## src/rtl/k2_sequencer.sv

```systemverilog
// K2 fetch/execute sequencer: fetches over a req/valid port, drives the ALU block,
// writes results back and snapshots the ALU's registered C/Z for conditional jumps.
module k2_sequencer #(
  parameter int bits = 8,
  parameter int PC_W = 4
) (
  input  logic            clk,
  input  logic            rst,
  output logic            instr_req,
  output logic [PC_W-1:0] instr_addr,
  input  logic            instr_valid,
  input  logic [7:0]      instr_data,
  output logic [bits-1:0] alu_a,
  output logic [bits-1:0] alu_b,
  output logic            alu_s,
  input  logic [bits-1:0] alu_out,
  input  logic            alu_c,
  input  logic            alu_z,
  output logic [bits-1:0] ro,
  output logic            halted
);

  typedef enum logic [2:0] {
    BOOT  = 3'd0,
    FETCH = 3'd1,
    EXEC  = 3'd2,
    FLAGS = 3'd3,
    HALT  = 3'd4
  } state_t;

  state_t          state;
  logic [PC_W-1:0] pc;
  logic [7:0]      ir;
  logic [bits-1:0] ra;
  logic [bits-1:0] rb;
  logic [bits-1:0] ro_reg;
  logic            cf;
  logic            zf;
  logic            req_reg;
  logic            halted_reg;

  logic            take;
  logic [bits-1:0] ldi_val;
  logic [PC_W-1:0] jmp_target;
  logic [PC_W-1:0] pc_inc;

  always_comb begin
    take = 1'b0;
    case (ir[5:4])
      2'b00:   take = 1'b1;
      2'b01:   take = cf;
      2'b10:   take = zf;
      default: take = ~zf;
    endcase
  end

  assign ldi_val    = bits'(ir[3:0]);
  assign jmp_target = PC_W'(ir[3:0]);
  assign pc_inc     = pc + 1'b1;

  // Operands and add/sub come straight from registers so they hold steady into FLAGS,
  // letting the ALU's registered flags reflect the EXEC operation.
  assign alu_a      = ra;
  assign alu_b      = rb;
  assign alu_s      = ir[3];
  assign instr_req  = req_reg;
  assign instr_addr = pc;
  assign ro         = ro_reg;
  assign halted     = halted_reg;

  always_ff @(posedge clk or posedge rst) begin
    if (rst) begin
      state      <= BOOT;
      pc         <= '0;
      ir         <= '0;
      ra         <= '0;
      rb         <= '0;
      ro_reg     <= '0;
      cf         <= 1'b0;
      zf         <= 1'b0;
      req_reg    <= 1'b0;
      halted_reg <= 1'b0;
    end else begin
      case (state)
        BOOT: begin
          state   <= FETCH;
          req_reg <= 1'b1;
        end
        FETCH: begin
          if (instr_valid) begin
            ir      <= instr_data;
            state   <= EXEC;
            req_reg <= 1'b0;
          end
        end
        EXEC: begin
          case (ir[7:6])
            2'b00: begin
              case (ir[5:4])
                2'b00:   ra     <= alu_out;
                2'b01:   rb     <= alu_out;
                2'b10:   ro_reg <= alu_out;
                default: ;
              endcase
              pc    <= pc_inc;
              state <= FLAGS;
            end
            2'b01: begin
              case (ir[5:4])
                2'b00:   ra     <= ldi_val;
                2'b01:   rb     <= ldi_val;
                2'b10:   ro_reg <= ldi_val;
                default: ;
              endcase
              pc      <= pc_inc;
              state   <= FETCH;
              req_reg <= 1'b1;
            end
            2'b10: begin
              pc      <= take ? jmp_target : pc_inc;
              state   <= FETCH;
              req_reg <= 1'b1;
            end
            default: begin
              state      <= HALT;
              halted_reg <= 1'b1;
            end
          endcase
        end
        FLAGS: begin
          cf      <= alu_c;
          zf      <= alu_z;
          state   <= FETCH;
          req_reg <= 1'b1;
        end
        HALT: begin
          halted_reg <= 1'b1;
          req_reg    <= 1'b0;
        end
        default: begin
          state   <= BOOT;
          req_reg <= 1'b0;
        end
      endcase
    end
  end

endmodule

```

## config.mk

```make
export PLATFORM = sky130hd
export DESIGN_NAME = k2_sequencer
export DESIGN_NICKNAME = d
export VERILOG_FILES = /design/src/rtl/k2_sequencer.sv
export SDC_FILE = /design/constraint.sdc
export NUM_CORES = 1
export LEC_CHECK = 0
export CAP_MARGIN = 20
export CORE_MARGIN = 2
export CORE_UTILIZATION = 48
export DETAILED_ROUTE_END_ITERATION = 6
export HOLD_SLACK_MARGIN = 0.08
export PLACE_DENSITY = 0.79
export SLEW_MARGIN = 20
export SYNTH_ARGS = -nofsm -noshare
export SYNTH_HDL_FRONTEND = slang
export SYNTH_SLANG_ARGS = --single-unit
```

## constraint.sdc

```tcl
create_clock -name clk -period 2.3 [get_ports clk]
set_clock_uncertainty 0.15 [all_clocks]
set_input_delay 0.69 -clock clk [delete_from_list [all_inputs] [get_ports clk]]
set_output_delay 0.69 -clock clk [all_outputs]
set_load 0.05 [all_outputs]
```

==> flow_summary.yaml, run 1 <==
timing:
  fin_setup_tns_ns: 0
  worst_slew_pin_slew_ns: 0.621
  setup_viol: 0
  hold_viol: 0
  slew_violations: 0
  relSlewSlack_pct: 58.5
  timing.final.crit_share_pct: 89.7
  rsz0062_at_grt: "false"
  period_minus_slack_ns: 2.06
  fin_ws_ns: 0.238
  fmax_ghz: 0.485
finish:
  diodes: 0
  drive_above_1_share_pct: 44.1
  fill_cells: 298
  area_delta_synth_final_pct: 33.4
  final_cell_mix: "dfrtp_1, mux2_2, buf_4, clkdlybuf4s50_1"
  nNetsFinal: 228
  final_common_cell: "dfrtp_1"
  post-route-util_pct: 65.8
  stdcell_area_mm2: 0.00261
die:
  core_area_mm2: 0.00397
  die_h_um: 67.9
  ioPinCount: 52
  start_util_pct: 49.3
  die_x_um: 67.9
  row_count: 23
  die_area_mm2: 0.00461
placed_design:
  portBuffers: 51
  place_ws_ns: 0.136
  gp_congestion: 0.796
  place_area_mm2: 0.00247
  hpwlAfterDp_um: 2980
worst_setup_path:
  critPathCapture: "alu_b[4]$_DFFE_PP0P_"
  r2r_end: "alu_b[4]$_DFFE_PP0P_"
  start_kind: "flop"
  cp-startpoint: "ir[7]$_DFFE_PP0P_"
  path_class: "flop to flop"
  arrival_ns: 2.10
  ff2ff_setup_slack_ns: 0.24
  end_kind: "flop"
  reg2regPathDepth: 5
  worst-path-max-fanout: 8
  r2r_start: "ir[7]$_DFFE_PP0P_"
  cp_data_required_time_ns: 2.34
clock_tree:
  cts_setup_buffers: 0
  cts.htree.levels: 2
  cts_hold_buf: 0
  clk_pin_slew_worst_paths_ns: 0.09
  cts_buffers: 5
  numClockSinks: 43
  cts_resized: 0
  cts_tree: "built"
  clock_latency_ns: 0.30
  cts_root_buf: "clkbuf_8"
  cts_buffer_depth: 2
routing:
  first_pass_iters: 2
  post_drt_wl_per_cell_um: 16.1
  vias: 1271
  route.detailed.drc: 0
  first_iter_violations: 43
  ant_nets: 0
  routed_wl_um: 4060
  vias_per_cell: 5.04
logic_synthesis:
  ys_seq_area_share_pct: 55.0
  synth_cells: 142
  synth_edf_count: 0
  async_flop_share_pct: 100
  yosysWarnings: 0
  syn_area_mm2: 0.00196
  syn_area_per_cell_um2: 13.8
  ys.flop_type: "dfrtp_1"
  synth.distinct_cells: 28
  syn_nets: 169
  synth_seq_cells: 43
power_and_ir_drop:
  p_per_area_mw_per_mm2: 581
  p_total_mw: 1.52
  power.leakage_nw: 1.26
  ir_drop_mv: 0.388
flow_run:
  maxCapViolations: 0
grt:
  grt_pass1_vias: 1335
  antenna_found_initial: 0
  grt_overflow: 0
  grt_pass1_wl_um: 6620
  grt_use_total_pct: 20.1
  grt_max_degree: 44
min_path:
  hold_class: "flop to flop"
outcome:
  status: "completed"
-- kinds of logic (layout without fill, tap and decap cells) --
group           count (synthesis)  in the layout  share of synthesized area, %
flops                          43             43                          55.0
mux                            40             40                          22.8
simple gates                   29             29                          10.5
compound gates                 13             13                          5.05
buf+inv                        10             70                          2.43
fa+ha+maj                       6              6                          3.83
xor+xnor                        1              1                         0.447
-- worst max-delay path, stage by stage (launching register included) --
cell and delay (ns):
dfrtp_1 0.42, inv_1 0.11, ha_1 0.23, o211ai_4 0.15
nor3b_4 0.49, mux2_2 0.40
-- area by class of cell --
cell class	count	area, µm²	area share [%]
clock buffers	5	68.8	2.64
repair buffers	55	475	18.2
well taps	50	62.6	2.40
multi-input cells	89	835	32.0
clock inverters	3	67.6	2.59
flip-flops and latches	43	1080	41.2
inverters	7	26.3	1.01
-- metrics by stage --
step | hold WS [ns] | instances
6_report | 0.347 | 252
5_1_grt | 0.367 | 252
2_1_floorplan | 0.324 | 142
4_1_cts | 0.346 | 252
3_5_place_dp | 0.326 | 244
3_3_place_gp | 0.305 | 244
-- Yosys cell counts (2+ instances only) --
| master | count | area share (%) |
|---|---|---|
| dfrtp_1 | 43 | 55 |
| mux2_2 | 37 | 21 |
| inv_1 | 7 | 1.3 |
| nand2_1 | 7 | 1.3 |
| ha_1 | 6 | 3.8 |
| nor2b_1 | 5 | 1.6 |
| a21oi_1 | 4 | 1.0 |
| o21ai_0 | 4 | 1.0 |
| mux2i_1 | 3 | 1.5 |
| nor2_1 | 3 | 0.58 |
| a22oi_1 | 2 | 0.77 |
| buf_2 | 2 | 0.51 |
| nand2b_1 | 2 | 0.64 |
| nor3b_1 | 2 | 0.77 |
| nor3b_4 | 2 | 1.9 |
-- layer usage --
metal  wire length (µm)  GRT usage (%)  part of all wire [%]  up-vias
met1               1720           25.7                    42      617
met2               2030           33.2                    50       39
met4                 47           5.25                   1.2        0
met5                  0              0                     0        -
li1                   -              -                     -      610
met3                264           6.25                   6.5        5
-- power by group --
group	internal (mW)	total (mW)	switching [mW]
logic	0.0396	0.0649	0.0252
clock network	0.433	0.695	0.262
registers	0.757	0.758	0.000978
-- how the worst min path moves through the flow --
stage	depth (start not counted)	end	startpoint	slack, ns
after floorplan	1	state[1]$_DFFE_PP0P_	state[2]$_DFFE_PP0P_	0.32
after global placement	1	halted$_DFFE_PP0P_	halted$_DFFE_PP0P_	0.31
after detailed placement	1	halted$_DFFE_PP0P_	halted$_DFFE_PP0P_	0.33
after CTS	1	halted$_DFFE_PP0P_	halted$_DFFE_PP0P_	0.35
after global routing	1	halted$_DFFE_PP0P_	halted$_DFFE_PP0P_	0.37
final	1	halted$_DFFE_PP0P_	halted$_DFFE_PP0P_	0.35
(Power assumes the default switching activity.)
==> run 2: changes to the inputs <==
--- a/config.mk
+++ b/config.mk
@@ -9,6 +9,7 @@
 export CORE_MARGIN = 2
 export CORE_UTILIZATION = 48
 export DETAILED_ROUTE_END_ITERATION = 6
+export GPL_ROUTABILITY_DRIVEN = 0
 export HOLD_SLACK_MARGIN = 0.08
 export PLACE_DENSITY = 0.79
 export SLEW_MARGIN = 20
==> results of run 2 <==
No change in the layout: final DEF, timing and power equal those of run 1.
==> run 3: changes to the inputs <==
--- a/config.mk
+++ b/config.mk
@@ -6,7 +6,7 @@
 export NUM_CORES = 1
 export LEC_CHECK = 0
 export CAP_MARGIN = 20
-export CORE_MARGIN = 2
+export CORE_MARGIN = 5
 export CORE_UTILIZATION = 48
 export DETAILED_ROUTE_END_ITERATION = 6
 export GPL_ROUTABILITY_DRIVEN = 0
==> run 3 against run 2 <==
  * Cell count is the same
  * Critical path type unchanged
  * Largest power group unchanged
  * Utilization fell by 1.0 points
  * Sequential cell count is the same
==> flow_summary.yaml, run 3 (synthesis results as in run 1) <==
outcome:
  status: "completed"
die:
  die_area_mm2: 0.00546
  start_util_pct: 49.3
  die_x_um: 73.9
  ioPinCount: 52
  core_area_mm2: 0.00397
  die_h_um: 73.9
  row_count: 23
finish:
  final_common_cell: "dfrtp_1"
  diodes: 0
  final_cell_mix: "dfrtp_1, mux2_2, buf_4, clkdlybuf4s50_1"
  area_delta_synth_final_pct: 31.3
  stdcell_area_mm2: 0.00257
  drive_above_1_share_pct: 44.1
  nNetsFinal: 228
routing:
  route.detailed.drc: 0
  first_iter_violations: 27
  ant_nets: 0
  vias_per_cell: 5.19
  post_drt_wl_per_cell_um: 16.9
  routed_wl_um: 4250
  first_pass_iters: 4
  vias: 1308
placed_design:
  place_ws_ns: 0.122
  hpwlAfterDp_um: 3140
  place_area_mm2: 0.00249
  portBuffers: 51
worst_setup_path:
  cp.depth: 5
  crit_slowest_cell: "nor3b_4"
  reg2regPathDepth: 5
  end_kind: "flop"
  critPathCapture: "alu_b[5]$_DFFE_PP0P_"
  critical-path-top-delay-family: "simple AND/OR/NAND/NOR gates"
  crit_path_cell_trace: "inv_1, ha_1, o211ai_4, nor3b_4, mux2_2"
  slowest_delay_ns: 0.50
  cp-startpoint: "ir[6]$_DFFE_PP0P_"
  r2r_start: "ir[6]$_DFFE_PP0P_"
  cp_data_required_time_ns: 2.33
  arrival_ns: 2.12
  path_class: "flop to flop"
  cp_num_buf_inv: 1
  r2r_end: "alu_b[5]$_DFFE_PP0P_"
  ff2ff_setup_slack_ns: 0.21
  worst-path-max-fanout: 8
  start_kind: "flop"
clock_tree:
  cts_hold_buf: 0
  cts.htree.levels: 2
  cts_resized: 0
  cts_buffers: 5
  cts_buffer_depth: 2
  numClockSinks: 43
  clk_pin_slew_worst_paths_ns: 0.08
  cts_root_buf: "clkbuf_8"
  cts_setup_buffers: 0
  clock_latency_ns: 0.29
  cts_tree: "built"
timing:
  setup_viol: 0
  worst_slew_pin_slew_ns: 0.592
  relSlewSlack_pct: 60.5
  fin_ws_ns: 0.210
  rsz0062_at_grt: "false"
  timing.final.crit_share_pct: 90.9
  fin_setup_tns_ns: 0
  slew_violations: 0
  fmax_ghz: 0.479
  hold_viol: 0
  period_minus_slack_ns: 2.09
power_and_ir_drop:
  p_per_area_mw_per_mm2: 499
  ir_drop_mv: 0.372
  power.leakage_nw: 1.25
grt:
  grt_max_degree: 44
  grt_pass1_vias: 1489
  grt_overflow: 0
  grt_use_total_pct: 17.4
  antenna_found_initial: 0
  grt_pass1_wl_um: 7110
flow_run:
  maxCapViolations: 0
min_path:
  worstHoldStart: "halted$_DFFE_PP0P_"
  hold_depth: 1
  hold_class: "flop to flop"
-- run 3: cell type report --
cell class,count,area [µm²]
fillers,318,1400
flip-flops and latches,43,1080
multi-input cells,89,835
repair buffers,55,488
clock buffers,5,68.8
well taps,50,62.6
inverters,7,26.3
clock inverters,3,15.0
-- run 3: how the worst min path moves through the flow --
stage | end
global placement | halted$_DFFE_PP0P_
CTS | halted$_DFFE_PP0P_
detailed placement | halted$_DFFE_PP0P_
finish | halted$_DFFE_PP0P_
global route | halted$_DFFE_PP0P_
floorplan | state[1]$_DFFE_PP0P_
-- run 3: power breakdown --
part,switching [mW],total [mW],internal (mW)
sequential,0.00132,0.758,0.757
clock,0.252,0.460,0.208
combinational,0.0263,0.0660,0.0397
-- run 3: per-layer routing --
layer,vias to the layer above,share of wire [%],track usage [%],wire [µm]
li1,609,-,-,-
met1,649,41,20.2,1750
met2,43,50,29.6,2110
met3,7,8.1,6.98,345
met4,0,1.0,4.83,44
met5,-,0,0,0
-- run 3: stage by stage --
step	total power, mW	hold WS, ns	util [%]	instances
after floorplan	0.794	0.324	-	142
after global placement	0.837	0.306	62.6	244
after detailed placement	0.840	0.316	62.6	244
after CTS	1.30	0.334	64.7	252
after global routing	1.34	0.353	64.7	252
final	1.28	0.334	64.7	252
